`config.mk`:
```
export PLATFORM = sky130hd
export DESIGN_NAME = transmissor_display
export DESIGN_NICKNAME = d
export VERILOG_FILES = /design/src/rtl/transmissor_display_pkg.sv /design/src/rtl/fifo_codigos.sv /design/src/rtl/transmissor_display.sv
export SDC_FILE = /design/constraint.sdc
export NUM_CORES = 1
export LEC_CHECK = 0
export CAP_MARGIN = 40
export CORE_ASPECT_RATIO = 0.75
export CORE_UTILIZATION = 45
export DETAILED_ROUTE_END_ITERATION = 12
export PLACE_DENSITY = 0.72
export SLEW_MARGIN = 30
export SYNTH_ARGS = -nofsm -noshare
export SYNTH_HDL_FRONTEND = slang
export SYNTH_SLANG_ARGS = --single-unit
```
`constraint.sdc`:
```
create_clock -name clk -period 2 [get_ports clk]
set_input_delay 0.3 -clock clk [delete_from_list [all_inputs] [get_ports clk]]
set_output_delay 0.3 -clock clk [all_outputs]
set_load 0.02 [all_outputs]
```
`src/rtl/transmissor_display_pkg.sv`:
```
// Shared definitions for the parity-protected 7-segment display link.
// The display decoder imports the same parity helper so both ends agree.
package transmissor_display_pkg;

    localparam int CODE_W       = 5;
    localparam int MAX_CODE_DEF = 20;

    localparam logic [0:0] ST_IDLE = 1'b0;
    localparam logic [0:0] ST_HOLD = 1'b1;

    // Odd parity: E plus P always carry an odd number of ones.
    function automatic logic odd_parity(input logic [CODE_W-1:0] d);
        return ~^d;
    endfunction

endpackage

```
`src/rtl/fifo_codigos.sv`:
```
// Synchronous code FIFO. Pointers carry an extra wrap bit so that
// full and empty are told apart without a separate occupancy counter.
module fifo_codigos
    import transmissor_display_pkg::*;
#(
    parameter int DEPTH = 4,
    parameter int W     = CODE_W
) (
    input  logic         clk,
    input  logic         rst_n,
    input  logic         push,
    input  logic [W-1:0] wdata,
    input  logic         pop,
    output logic [W-1:0] rdata,
    output logic         full,
    output logic         empty
);

    localparam int AW = $clog2(DEPTH);

    logic [AW:0]  wr_ptr;
    logic [AW:0]  rd_ptr;
    logic [W-1:0] mem [DEPTH];

    assign empty = (wr_ptr == rd_ptr);
    assign full  = (wr_ptr[AW] != rd_ptr[AW]) && (wr_ptr[AW-1:0] == rd_ptr[AW-1:0]);
    assign rdata = mem[rd_ptr[AW-1:0]];

    always_ff @(posedge clk) begin
        if (!rst_n) begin
            wr_ptr <= '0;
            rd_ptr <= '0;
        end else begin
            if (push && !full)
                wr_ptr <= wr_ptr + 1'b1;
            if (pop && !empty)
                rd_ptr <= rd_ptr + 1'b1;
        end
    end

    // Storage needs no reset; a write on the reset edge is orphaned by the pointer clear.
    always_ff @(posedge clk) begin
        if (push && !full)
            mem[wr_ptr[AW-1:0]] <= wdata;
    end

endmodule

```
`src/rtl/transmissor_display.sv`:
```
// Transmitter for the display link: buffers producer codes, launches each
// as an (E, P) frame and holds it for HOLD_CYCLES cycles.
module transmissor_display
    import transmissor_display_pkg::*;
#(
    parameter int DEPTH       = 4,
    parameter int HOLD_CYCLES = 8,
    parameter int MAX_CODE    = MAX_CODE_DEF
) (
    input  logic              clk,
    input  logic              rst_n,
    input  logic [CODE_W-1:0] in_code,
    input  logic              in_valid,
    output logic              in_ready,
    input  logic              inject_err,
    output logic [CODE_W-1:0] E,
    output logic              P,
    output logic              frame_strobe,
    output logic              busy,
    output logic              dropped
);

    localparam int CW = (HOLD_CYCLES > 1) ? $clog2(HOLD_CYCLES) : 1;
    localparam logic [CW-1:0] HOLD_LOAD = CW'(HOLD_CYCLES - 1);

    logic [0:0]        state;
    logic [CW-1:0]     cnt;
    logic              full;
    logic              empty;
    logic [CODE_W-1:0] head;
    logic              accept;
    logic              code_ok;
    logic              launch;

    assign in_ready = !full;
    assign accept   = in_valid && in_ready;
    assign code_ok  = (int'(in_code) <= MAX_CODE);

    // A frame ends when the counter reaches zero; a queued code follows with no gap.
    assign launch = !empty && ((state == ST_IDLE) || (cnt == '0));
    assign busy   = (state == ST_HOLD) || !empty;

    fifo_codigos #(
        .DEPTH (DEPTH),
        .W     (CODE_W)
    ) u_fifo (
        .clk   (clk),
        .rst_n (rst_n),
        .push  (accept && code_ok),
        .wdata (in_code),
        .pop   (launch),
        .rdata (head),
        .full  (full),
        .empty (empty)
    );

    always_ff @(posedge clk) begin
        if (!rst_n) begin
            state        <= ST_IDLE;
            cnt          <= '0;
            E            <= '0;
            P            <= 1'b1;
            frame_strobe <= 1'b0;
            dropped      <= 1'b0;
        end else begin
            frame_strobe <= launch;
            dropped      <= accept && !code_ok;
            if (launch) begin
                E     <= head;
                P     <= odd_parity(head) ^ inject_err;
                cnt   <= HOLD_LOAD;
                state <= ST_HOLD;
            end else if (state == ST_HOLD) begin
                if (cnt == '0)
                    state <= ST_IDLE;
                else
                    cnt <= cnt - 1'b1;
            end
        end
    end

endmodule

```
# Word-level counts from Yosys, hierarchy flattened
# Memories as Yosys holds them, arrays and structs flattened. A register that Yosys moved wholly into a read port is not among the register bits.
# Cells that the tools add are included.
[word_totals] reg_bits=18 ramBits=20 word_cells=45 memories=1
[mem_list] name="u_fifo.mem" words=4 width=5 rd=1 rd_clocked_by_memory_dff=1 wr=1 line_no="fifo_codigos.sv:23" source="logic [W-1:0] mem [DEPTH];"
[op_classes] add_sub_neg=3 magnitude_cmp=1 n_eq_ne=4 n_mux=10 n_bitwise=2 reduce_logical=16
[ops] op="two-way mux 3 bit" n=3
[ops] op="logical AND 1 bit" n=7
[ops] op="adder 3 x 1 -> 3 bit, second input constant" n=2
[ops] op="less-or-equal comparator 5 bit, second input constant" n=1
[ops] op="two-way mux 1 bit" n=5
[ops] op="XNOR reduction 5 bit" n=1
[ops] op="two-way mux 2 bit" n=2
[ops] op="== test 3 bit" n=1
[ops] op="logical NOT 1 bit" n=3
[ops] op="logical NOT 3 bit" n=1
[ops] op="subtractor 3 x 1 -> 3 bit, second input constant" n=1
[ops] op="== test 2 bit" n=1
[ops] op="logical OR 1 bit" n=2
[ops] op="!= test 2 x 1 -> 1 bit, second input constant" n=1
[ops] op="AND reduction 2 bit" n=1
[ops] op="nonzero test 2 bit" n=1
[ops] op="!= test 1 bit" n=1
[ops] op="inverter 1 bit" n=1
[ops] op="XOR 1 bit" n=1

# Longest topological paths before layout
# Gate-level depths: netlist of the first run.
[depth] word_depth=8 depth_mapped=7 mapped_depth_nobuf=6

# Hierarchy
# Synthesis of the first run repeated with hierarchy kept, for this count alone.
[hier_totals] hier_cells=155 hier_area_um2=1884.3
[by_module_without_submodules] module="fifo_codigos" instances=1 cells_per_inst=97 area_each_um2=1313.8 seq_area_each_um2=760.7
[by_module_without_submodules] module="transmissor_display" instances=1 cells_per_inst=58 area_each_um2=570.5 seq_area_each_um2=240.2

# Worst setup path before layout of the first run
# Ideal clock, no wire load.
[synth_path] path_kind="register -> register" start="register with a tool-made name" end="register P" setup_time_ps=73 arrival_time_ps=1620 required_time_ps=1927 path_slack_ps=307 path_stages_with_launch=6 path_buffers=1 path_cell_list="dfxtp_1 -> buf_6 -> mux4_2 -> xnor2_1 -> xnor3_1 -> o211ai_2"
[synth_lines] element="end signal, assigned" line_no="transmissor_display.sv:70" source="P <= odd_parity(head) ^ inject_err;"
[synth_lines] element="end, declared" line_no="transmissor_display.sv:17" source="output logic P,"

# Final worst setup path of the first run
[layout_path] start="register u_fifo.rd_ptr[2]" end="output port busy"
[layout_via] elab_chain_len=3
[layout_rtl] element="start, declared" line_no="fifo_codigos.sv:22" source="logic [AW:0] rd_ptr;"
[layout_rtl] element="start signal, assigned" line_no="fifo_codigos.sv:37" source="rd_ptr <= rd_ptr + 1'b1;"
[layout_rtl] element="== test 3 bit" line_no="fifo_codigos.sv:25" source="assign empty = (wr_ptr == rd_ptr);"
[layout_rtl] element="logical NOT 1 bit" line_no="transmissor_display.sv:41" source="assign busy = (state == ST_HOLD) || !empty;"
[layout_rtl] element="logical OR 1 bit" line_no="transmissor_display.sv:41"
[layout_rtl] element="end, declared" line_no="transmissor_display.sv:19" source="output logic busy,"
# Every way passes these cells.

==> key figures, run 1 <==
Run status
  – Outcome: completed

Worst setup path
  – CP Capture Type: output port
  – CP peak stage delay: 0.56 ns
  – Critical path cell sequence: xnor2_2, nand4_1, clkdlybuf4s50_1
  – Setup CP Type: register to output port
  – CP Max Fanout: 4
  – Slowest cell on the critical path: clkdlybuf4s50_1
  – Critical Path Start Type: register
  – Critical path data arrival time: 1.65 ns
  – Worst Path Required: 1.70 ns

STA
  – Setup-failing EPs final: 0
  – Final Max Slew Viols: 0
  – Hold Vio Cnt, Final: 0
  – Hold slack: between 0.4 and 0.5 ns
  – Fmax: 513 MHz
  – Worst Skew: 0.00833 ns
  – RSZ-0062 raised after global routing: true
  – Worst-margin pin slew: 0.639 ns
  – Period utilization: a little over nine tenths
  – Relative slew slack: 57.0%
  – Fin crit period: between 1.5 and 2 ns

Routing
  – Drc violations: 0
  – Vias: 1121
  – DRT Pass-1 Iters: 4
  – Final WL: 3.15 mm
  – DR iter-0 viols: 37
  – Antenna viol nets, final: 0
  – Via density: around 5.2
  – Avg WL per Cell: 14.6 µm

Synthesis
  – Syn nets: approximately 150
  – Top FF cell, synth: edfxtp_1
  – Post-synth EDFFs: 20
  – Flops & latches, synth: 40
  – Post-Synth XOR/XNOR Area: 6.87%
  – Ys async rst share: 0%
  – Synth Instances: 136
  – Mapped Area: 1710 µm²
  – Yosys synthesis warning count: 0
  – Mux cell area share after synthesis: 6.80%
  – Post-synthesis sequential area ratio: 58.5%
  – Adder and majority cell fraction of the synthesized area: 5.12%
  – Syn avg cell area: 12.6 µm²
  – Distinct cells, synth: 33
  – Post-Synth Simple-Gate Area: approximately a tenth
  – Largest family of logic cells by synthesized area: compound AO/OA/AOI/OAI gates
  – Synth Area in Compound Gates: 10.5%

Pwr
  – Peak supply drop: 0.577 mV
  – Combinational power share: 37.0%
  – Internal power: 1.81 mW
  – Pwr dens: around 1300 nW/µm²
  – P_sw: 0.894 mW
  – Clock share of power: about 22%
  – Pleak: 0.765 nW
  – Sw Ratio: between 30% and 40%
  – Seq pwr share: between 40% and 50%

Flow run
  – Max-cap viol count: 0

Clock tree
  – Root Buffer: clkbuf_8
  – Latest clock arrival within the worst-skew pair: 0.29 ns
  – CTS tree: built
  – H-Tree Depth: 2
  – CTS clk-pin slew, worst paths: ~0.080 ns
  – Deepest clock path buffer count: 2
  – TritonCTS Buffers: 5
  – Clk sinks: 40

Place
  – Port buffer count: 18
  – Placer Congestion: 0.795
  – Dpl cell area: 1980 µm²
  – Final HPWL DP: 2.28 mm

Final layout
  – Inserted Diodes: 0
  – Area of the multi-input gates: 692 µm²
  – Final instance area: ~2100 µm²
  – Sequential cell area: roughly 1000 µm²
  – Commonest non-fill, non-tap cell in the layout: edfxtp_1
  – Share of layout cells above drive strength 1: 16.5%
  – Fill cell count: 280
  – Area Growth Syn to Fin: 23.5%
  – Nets: 179
  – Most frequent cells in the layout: 20 x edfxtp_1, 18 x clkdlybuf4s50_1, 17 x dfxtp_1

Global route
  – Global-route wire length before repair: 5.16 mm
  – Initial antenna violation count: 0
  – Largest net degree at the start of global routing: 18
  – GRT Total Usage: 17.8%
  – Grt ovf: 0
  – Number of global-route vias before repair: 1116

Worst hold path
  – Hold Crit Class: register to register

Floorplanning
  – Initial Util: 47.1%
  – Core footprint: 3640 µm²
  – Die area: ~4100 µm²
  – Die Y: 55.4 µm
  – Ports: 19
  – Die width: 73.2 µm
  – Site Rows: 19
-- cell usage after synthesis (2+ instances only) --
cell type | number | area (µm²)
edfxtp_1 | 20 | 601
a21oi_1 | 11 | 55.1
dfxtp_1 | 20 | 400
nor2_1 | 6 | 22.5
xor2_1 | 3 | 26.3
nand3_1 | 4 | 20.0
inv_1 | 7 | 26.3
nand2_1 | 13 | 48.8
xnor2_1 | 6 | 52.6
o21ai_0 | 4 | 20.0
mux4_2 | 4 | 90.1
and3_1 | 3 | 18.8
o31ai_1 | 2 | 15.0
ha_1 | 7 | 87.6
o21a_1 | 2 | 15.0
clkbuf_1 | 2 | 7.51
nor3_1 | 5 | 25.0
a211oi_1 | 2 | 15.0
-- through the flow --
| step | setup TNS [ns] | total power [mW] | std cells | worst slack (ns) | util [%] |
|---|---|---|---|---|---|
| after global routing | -0.00348 | 2.86 | 216 | -0.00348 | 58.1 |
| final | 0 | 2.70 | 216 | 0.0516 | 58.1 |
| after global placement | 0 | 2.05 | 208 | 0.111 | 54.3 |
| after detailed placement | 0 | 2.11 | 208 | 0.0290 | 54.3 |
| after floorplan | 0 | 1.80 | 136 | 0.307 | - |
| after CTS | 0 | 2.70 | 216 | 0.00600 | 57.2 |
-- layout make-up --
class | instances | area share, %
Clock inverter | 2 | 0.533
Sequential cell | 40 | 47.5
Tap cell | 52 | 3.08
Clock buffer | 6 | 4.44
Inverter | 8 | 1.42
Multi-Input combinational cell | 85 | 32.7
Timing Repair Buffer | 23 | 10.3
-- final timing paths --
path               startpoint  endpoint  slack, ns  depth (start not counted)
min reg2reg              E[2]      E[2]       0.46                          2
max          u_fifo.rd_ptr[2]      busy       0.05                          3
min                      E[2]      E[2]       0.46                          2
max reg2reg          register         P       0.18                          4
-- power by group through the flow --
stage / Combinational, mW / Sequential (mW) / Clock (mW)
floorplan: 0.655 / 1.14 / 0
global placement: 0.944 / 1.11 / 0
detailed placement: 0.986 / 1.12 / 0
CTS: 0.990 / 1.10 / 0.612
global route: 1.09 / 1.12 / 0.642
finish: 0.999 / 1.11 / 0.595
-- per-layer routing --
layer	share of wire, %	wire, µm	up-vias	GRT usage [%]
met3	3.6	114	6	6.02
met5	0	0	-	0
met2	48	1500	20	27.0
met1	47	1470	543	22.7
li1	-	-	552	-
met4	2.2	68	0	8.68
-- state kept, by name, indices dropped and copies added, names as in the netlist, named ones only --
register	count
u_fifo.mem	20
E	5
cnt	3
u_fifo.rd_ptr	3
u_fifo.wr_ptr	3
P	1
dropped	1
frame_strobe	1
state	1
-- cells by family (layout without fill, tap and decap cells) --
kind of cell	Yosys count	count (layout)
AOI/OAI and AO/OA	27	27
xor gates and xnor gates	11	11
adders and majority gates	7	7
buffers and inverters	11	39
DFF	40	40
muxes	5	5
and+or+nand+nor	35	35
-- worst max-delay path, delay by kind of cell (launching register included) --
| family | cells | cell delay (ns) |
|---|---|---|
| DFF | 1 | 0.47 |
| buffers and inverters | 1 | 0.56 |
| and+or+nand+nor | 1 | 0.15 |
| xor gates and xnor gates | 1 | 0.18 |
-- what timing repair did --
item	CTS	global route
resized for setup	0	7
hold buffers	0	0
buffers inserted	0	0
endpoints found under the setup margin	0	3
(Power assumes the default switching activity.)
==> inputs of run 2 (changes only) <==
--- a/config.mk
+++ b/config.mk
@@ -6,7 +6,7 @@
 export NUM_CORES = 1
 export LEC_CHECK = 0
 export CAP_MARGIN = 40
-export CORE_ASPECT_RATIO = 0.75
+export CORE_ASPECT_RATIO = 0.6
 export CORE_UTILIZATION = 45
 export DETAILED_ROUTE_END_ITERATION = 12
 export PLACE_DENSITY = 0.72
==> run 2 against run 1 <==
Critical path depth stayed put. Largest cell class unchanged. Fmax is 0.45% higher. Worst setup slack better by 0.0088 ns. Power is 0.53% higher. Combinational power hardly changed. Clock-buffer cell count stayed put. Clock power is 3% higher. Cell count is 3.2% lower. Register-to-register slack hardly changed.
==> key figures, run 2 (synthesized netlist as in run 1, its figures left out) <==
Global route
  – Global-route wire length before repair: approximately 5.4 mm
  – Grt ovf: 0
  – Initial antenna violation count: 0
  – GRT Total Usage: 19.4%
  – Largest net degree at the start of global routing: 18
  – Number of global-route vias before repair: 1087

Worst setup path
  – Crit path from: u_fifo.rd_ptr[1]
  – Critical Path Start Type: register
  – CP Capture Type: output port
  – Worst R2R Setup Slack: 0.18 ns
  – Setup CP Type: register to output port
  – RR Endpoint: P
  – R2R cell count: 4
  – Worst Path Required: between 1.5 and 2 ns
  – CP Max Fanout: 4
  – Critical path data arrival time: 1.64 ns

STA
  – Final Max Slew Viols: 0
  – Fin crit period: 1.94 ns
  – RSZ-0062 raised after global routing: false
  – Fmax: between 500 and 600 MHz
  – Total Neg Setup Slack: 0 ns
  – Setup-failing EPs final: 0
  – Worst-margin pin slew: 0.657 ns
  – Worst Skew: about 0.011 ns
  – Hold Vio Cnt, Final: 0
  – Relative slew slack: 55.8%
  – Period utilization: 97.0%

Routing
  – DR top layer: met4
  – Metal-1 WL: 1.73 mm
  – Antenna viol nets, final: 0
  – Met2 WL: 1.56 mm
  – Avg WL per Cell: 16.6 µm
  – Met3 wire len: around 120 µm
  – DR iter-0 viols: 93
  – Vias: ~1200
  – Final WL: around 3.5 mm
  – DRT Pass-1 Iters: 4
  – Via density: between 5 and 6
  – Drc violations: 0

Final layout
  – Util after Layout: between 60% and 70%
  – Area Growth Syn to Fin: 22.6%
  – Fill cell count: 265
  – Finished Layout Cells: 209
  – Final instance area: 2100 µm²
  – Most frequent cells in the layout: 20 x edfxtp_1, 18 x clkdlybuf4s50_1, 17 x dfxtp_1
  – Nets: 179
  – Largest register FFs: 20
  – Share of layout cells above drive strength 1: 15.9%
  – Inserted Diodes: 0
  – Commonest non-fill, non-tap cell in the layout: edfxtp_1

Place
  – Port buffer count: 18
  – Dpl cell area: 1970 µm²
  – Final HPWL DP: 2.54 mm
  – Placed instance count: 201
  – Placer Congestion: 0.841

Clock tree
  – Deepest clock path buffer count: 2
  – H-Tree Depth: 2
  – Root Buffer: clkbuf_8
  – CTS tree: built
  – CTS clk-pin slew, worst paths: 0.08 ns
  – TritonCTS Buffers: 5
  – Clk sinks: 40
  – Latest clock arrival within the worst-skew pair: 0.30 ns

Floorplanning
  – Die area: 4060 µm²
  – Initial Util: 49.7%
  – Ports: 19
  – Die width: approximately 80 µm
  – Site Rows: 16
  – Die Y: 49.8 µm
  – Core footprint: approximately 3400 µm²

Worst hold path
  – Worst Hold Depth: 2
  – Worst Hold Endpoint: E[2]
  – Hold Crit Class: register to register
  – Worst Hold Launch: E[2]

Pwr
  – Peak supply drop: 0.750 mV
  – Pleak: ~0.76 nW
  – Pwr dens: roughly 1300 nW/µm²

Flow run
  – Max-cap viol count: 0

Run status
  – Outcome: completed
==> run 2: cell types whose count changed in the layout (fill, tap and decap cells not counted) <==
cell	before	now
xnor2_2	4	3
xnor2_1	3	4
==> run 2: routing by layer <==
metal	GRT usage (%)	vias up
met5	0	-
met4	7.89	0
met3	6.67	5
met2	28.3	28
met1	26.3	571
li1	-	553
==> run 2: what timing repair did <==
item,CTS,global route
setup endpoints to repair,0,3
setup buffers,0,0
gates resized for setup,0,6
hold buffers,0,0
==> run 2: final cells by class <==
type	count	area [µm²]	area share, %
Timing Repair Buffer	23	218	10.4
Tap cell	45	56.3	2.68
Clock buffer	6	93.8	4.47
Multi-Input combinational cell	85	684	32.6
Clock inverter	2	11.3	0.537
Inverter	8	30.0	1.43
Sequential cell	40	1000	47.9
==> run 2: power by group <==
group          leakage [nW]  switching [mW]  internal (mW)
logic                 0.359           0.510          0.487
registers             0.348           0.109          0.995
clock network        0.0566           0.293          0.320
total                 0.764           0.912           1.80
==> run 2: metrics by stage <==
stage	hold slack [ns]	total power [mW]	setup slack [ns]
floorplan	0.365	1.80	0.307
global placement	0.443	2.06	0.111
detailed placement	0.454	2.11	0.0372
CTS	0.466	2.71	0.0172
global route	0.487	2.87	0.00404
finish	0.466	2.71	0.0604
==> run 2: how the worst max path moves through the flow <==
stage	endpoint	slack, ns	cells past startpoint
finish	busy	0.06	3
global route	in_ready	0.004	3
CTS	P	0.02	4
detailed placement	P	0.04	4
global placement	P	0.11	4
floorplan	P	0.31	5
==> run 2: critical path, cell delays in order (launching register included) <==
cell and delay [ns]:
dfxtp_1 0.37, xnor2_1 0.28, nand4_1 0.14, clkdlybuf4s50_1 0.56
==> inputs of run 3 (changes only) <==
--- a/config.mk
+++ b/config.mk
@@ -9,8 +9,9 @@
 export CORE_ASPECT_RATIO = 0.6
 export CORE_UTILIZATION = 45
 export DETAILED_ROUTE_END_ITERATION = 12
-export PLACE_DENSITY = 0.72
+export PLACE_DENSITY = 0.71
 export SLEW_MARGIN = 30
 export SYNTH_ARGS = -nofsm -noshare
 export SYNTH_HDL_FRONTEND = slang
+export SYNTH_HIERARCHICAL = 1
 export SYNTH_SLANG_ARGS = --single-unit
==> run 3 against run 2 <==
Cell count is 20% higher. Combinational power is 29% higher. Fmax is 0.68% lower. Register-to-register slack worse by 0.13 ns.
==> key figures, run 3 <==
Synthesis
  – Top FF cell, synth: edfxtp_1
  – Ys async rst share: 0%
  – Mapped Area: 1880 µm²
  – Syn nets: 171
  – Distinct cells, synth: 39
  – Share of the synthesized area in the top cell type: a little under a third
  – Most frequent cells after synthesis: 20 x dfxtp_1, 20 x edfxtp_1, 11 x inv_1
  – Post-synth EDFFs: 20
  – Mux cell area share after synthesis: 8.63%
  – Synth area leader: edfxtp_1
  – Yosys synthesis warning count: 6
  – Adder and majority cell fraction of the synthesized area: 4.65%
  – Synth top area cells: edfxtp_1 32%, dfxtp_1 21%, mux4_2 6.0%, ha_1 4.6%, xnor2_1 3.3%
  – Post-Synth XOR/XNOR Area: 6.31%
  – Flops & latches, synth: 40
  – Synth Area in Compound Gates: 10.4%
  – Synth Instances: 155
  – Syn avg cell area: around 12 µm²
  – Post-Synth Simple-Gate Area: 13.8%
  – Largest family of logic cells by synthesized area: simple AND/OR/NAND/NOR gates
  – Post-synthesis sequential area ratio: roughly 53%

Floorplanning
  – Ports: 19
  – Die Y: 52.1 µm
  – Initial Util: 49.2%
  – Core footprint: 3830 µm²
  – Die area: 4460 µm²
  – Die width: 85.5 µm
  – Site Rows: 17

STA
  – Setup WS post-layout: 0.0471 ns
  – Fin crit period: 1.95 ns
  – Setup-failing EPs final: 0
  – Total Neg Setup Slack: 0 ns
  – RSZ-0062 raised after global routing: true
  – Worst-margin pin slew: 0.495 ns
  – Final Max Slew Viols: 0
  – Period utilization: 97.6%
  – Worst Skew: between 0.006 and 0.007 ns
  – Relative slew slack: between 60% and 70%
  – Fmax: 512 MHz
  – Hold Vio Cnt, Final: 0

Routing
  – Drc violations: 0
  – Final WL: 4.26 mm
  – Via density: 5.52
  – DRT Pass-1 Iters: 4
  – Antenna viol nets, final: 0
  – DR iter-0 viols: 73
  – Avg WL per Cell: 17.0 µm
  – Vias: 1380

Global route
  – Global-route wire length before repair: 6.88 mm
  – GRT Total Usage: between 20% and 30%
  – Met2 Use GR: ~32%
  – M1 GR Usage: 30.6%
  – Largest net degree at the start of global routing: 14
  – Met3 Use GR: 6.03%
  – Initial antenna violation count: 0
  – GRT Max-Usage Layer: met2
  – Number of global-route vias before repair: 1358
  – Grt ovf: 0

Final layout
  – Fill cell count: 277
  – Area Growth Syn to Fin: 31.7%
  – Commonest non-fill, non-tap cell in the layout: buf_4
  – Finished Layout Cells: 250
  – Inserted Diodes: 0
  – Largest register FFs: 20
  – Most frequent cells in the layout: 25 x buf_4, 20 x edfxtp_1, 16 x clkdlybuf4s50_1
  – Util after Layout: 64.8%
  – Share of layout cells above drive strength 1: 29.1%
  – Nets: approximately 220

Worst setup path
  – RR Startpoint: u_fifo/wr_ptr[0]
  – Crit path from: u_fifo/wr_ptr[0]
  – CP Capture Type: register
  – Setup CP Type: register to register
  – Critical path data arrival time: approximately 2.1 ns
  – Worst Path Required: around 2.2 ns
  – Worst R2R Setup Slack: 0.05 ns
  – Critical Path Start Type: register
  – CP Max Fanout: 6

Clock tree
  – TritonCTS Buffers: 5
  – Root Buffer: clkbuf_8
  – H-Tree Depth: 2
  – Latest clock arrival within the worst-skew pair: 0.29 ns
  – CTS clk-pin slew, worst paths: 0.08 ns
  – CTS tree: built
  – Clk sinks: 40
  – Deepest clock path buffer count: 2
  – Hold buffers post-CTS: 0

Place
  – Port buffer count: 18
  – Placed instance count: 240
  – Final HPWL DP: 3.25 mm
  – Worst slack, placed: -0.329 ns
  – Placer Congestion: 0.868

Pwr
  – Pwr dens: 1230 nW/µm²
  – Tot Pwr: 3.06 mW
  – Peak supply drop: roughly 0.39 mV
  – Pleak: 0.919 nW

Flow run
  – Max-cap viol count: 0

Run status
  – Outcome: completed

Worst hold path
  – Hold Crit Class: register to register
  – Worst Hold Launch: P
[run 3: kinds of logic after synthesis]
logic type | Yosys count
muxes | 10
DFF | 40
xor gates and xnor gates | 11
AOI/OAI and AO/OA | 28
adders and majority gates | 7
and+or+nand+nor | 44
buffers and inverters | 15
[run 3: per-stage QoR]
step	hold WS, ns	instance area [µm²]
after global routing	0.538	2480
after floorplan	0.399	1890
after CTS	0.502	2430
after detailed placement	0.480	2290
after global placement	0.475	2290
final	0.495	2480
[run 3: critical path, cell delays in order, from the launching register on]
cell and delay [ns]:
dfxtp_4 0.37, xor2_4 0.19, nor3_2 0.17, inv_2 0.05, and3_4 0.15, buf_6 0.12
nand4b_1 0.12, nor2_1 0.08, or4_1 0.57
[run 3: final timing paths]
check | cells past startpoint | to
worst min register to register | 2 | P
worst max-delay path | 8 | u_fifo/wr_ptr[2]
worst min-delay path | 2 | P
worst max register to register | 8 | u_fifo/wr_ptr[2]
[run 3: layer usage]
layer | part of all wire, % | vias to the layer above
met2 | 45 | 49
met4 | 0.33 | 0
met3 | 6.9 | 2
met5 | 0 | -
li1 | - | 662
met1 | 47 | 667
[run 3: final cells by class]
class	count	area, µm²	area share, %
clock inverter	3	42.5	1.71
timing repair buffer	44	377	15.2
clock buffer	5	68.8	2.77
tap	47	58.8	2.37
inverter	11	41.3	1.66
multi-input combinational	100	876	35.3
sequential	40	1020	41.0
[run 3: what timing repair did]
item | in CTS | in global routing
setup buffers | 0 | 2
endpoints found under the setup margin | 23 | 22
resized for setup | 10 | 12
pin swaps | 1 | 4
[run 3: where the power goes]
part | total, mW | leakage, nW | internal (mW) | switching [mW]
Sequential | 1.11 | 0.350 | 1.00 | 0.110
Clock | 0.655 | 0.0541 | 0.369 | 0.286
Combinational | 1.29 | 0.514 | 0.658 | 0.632
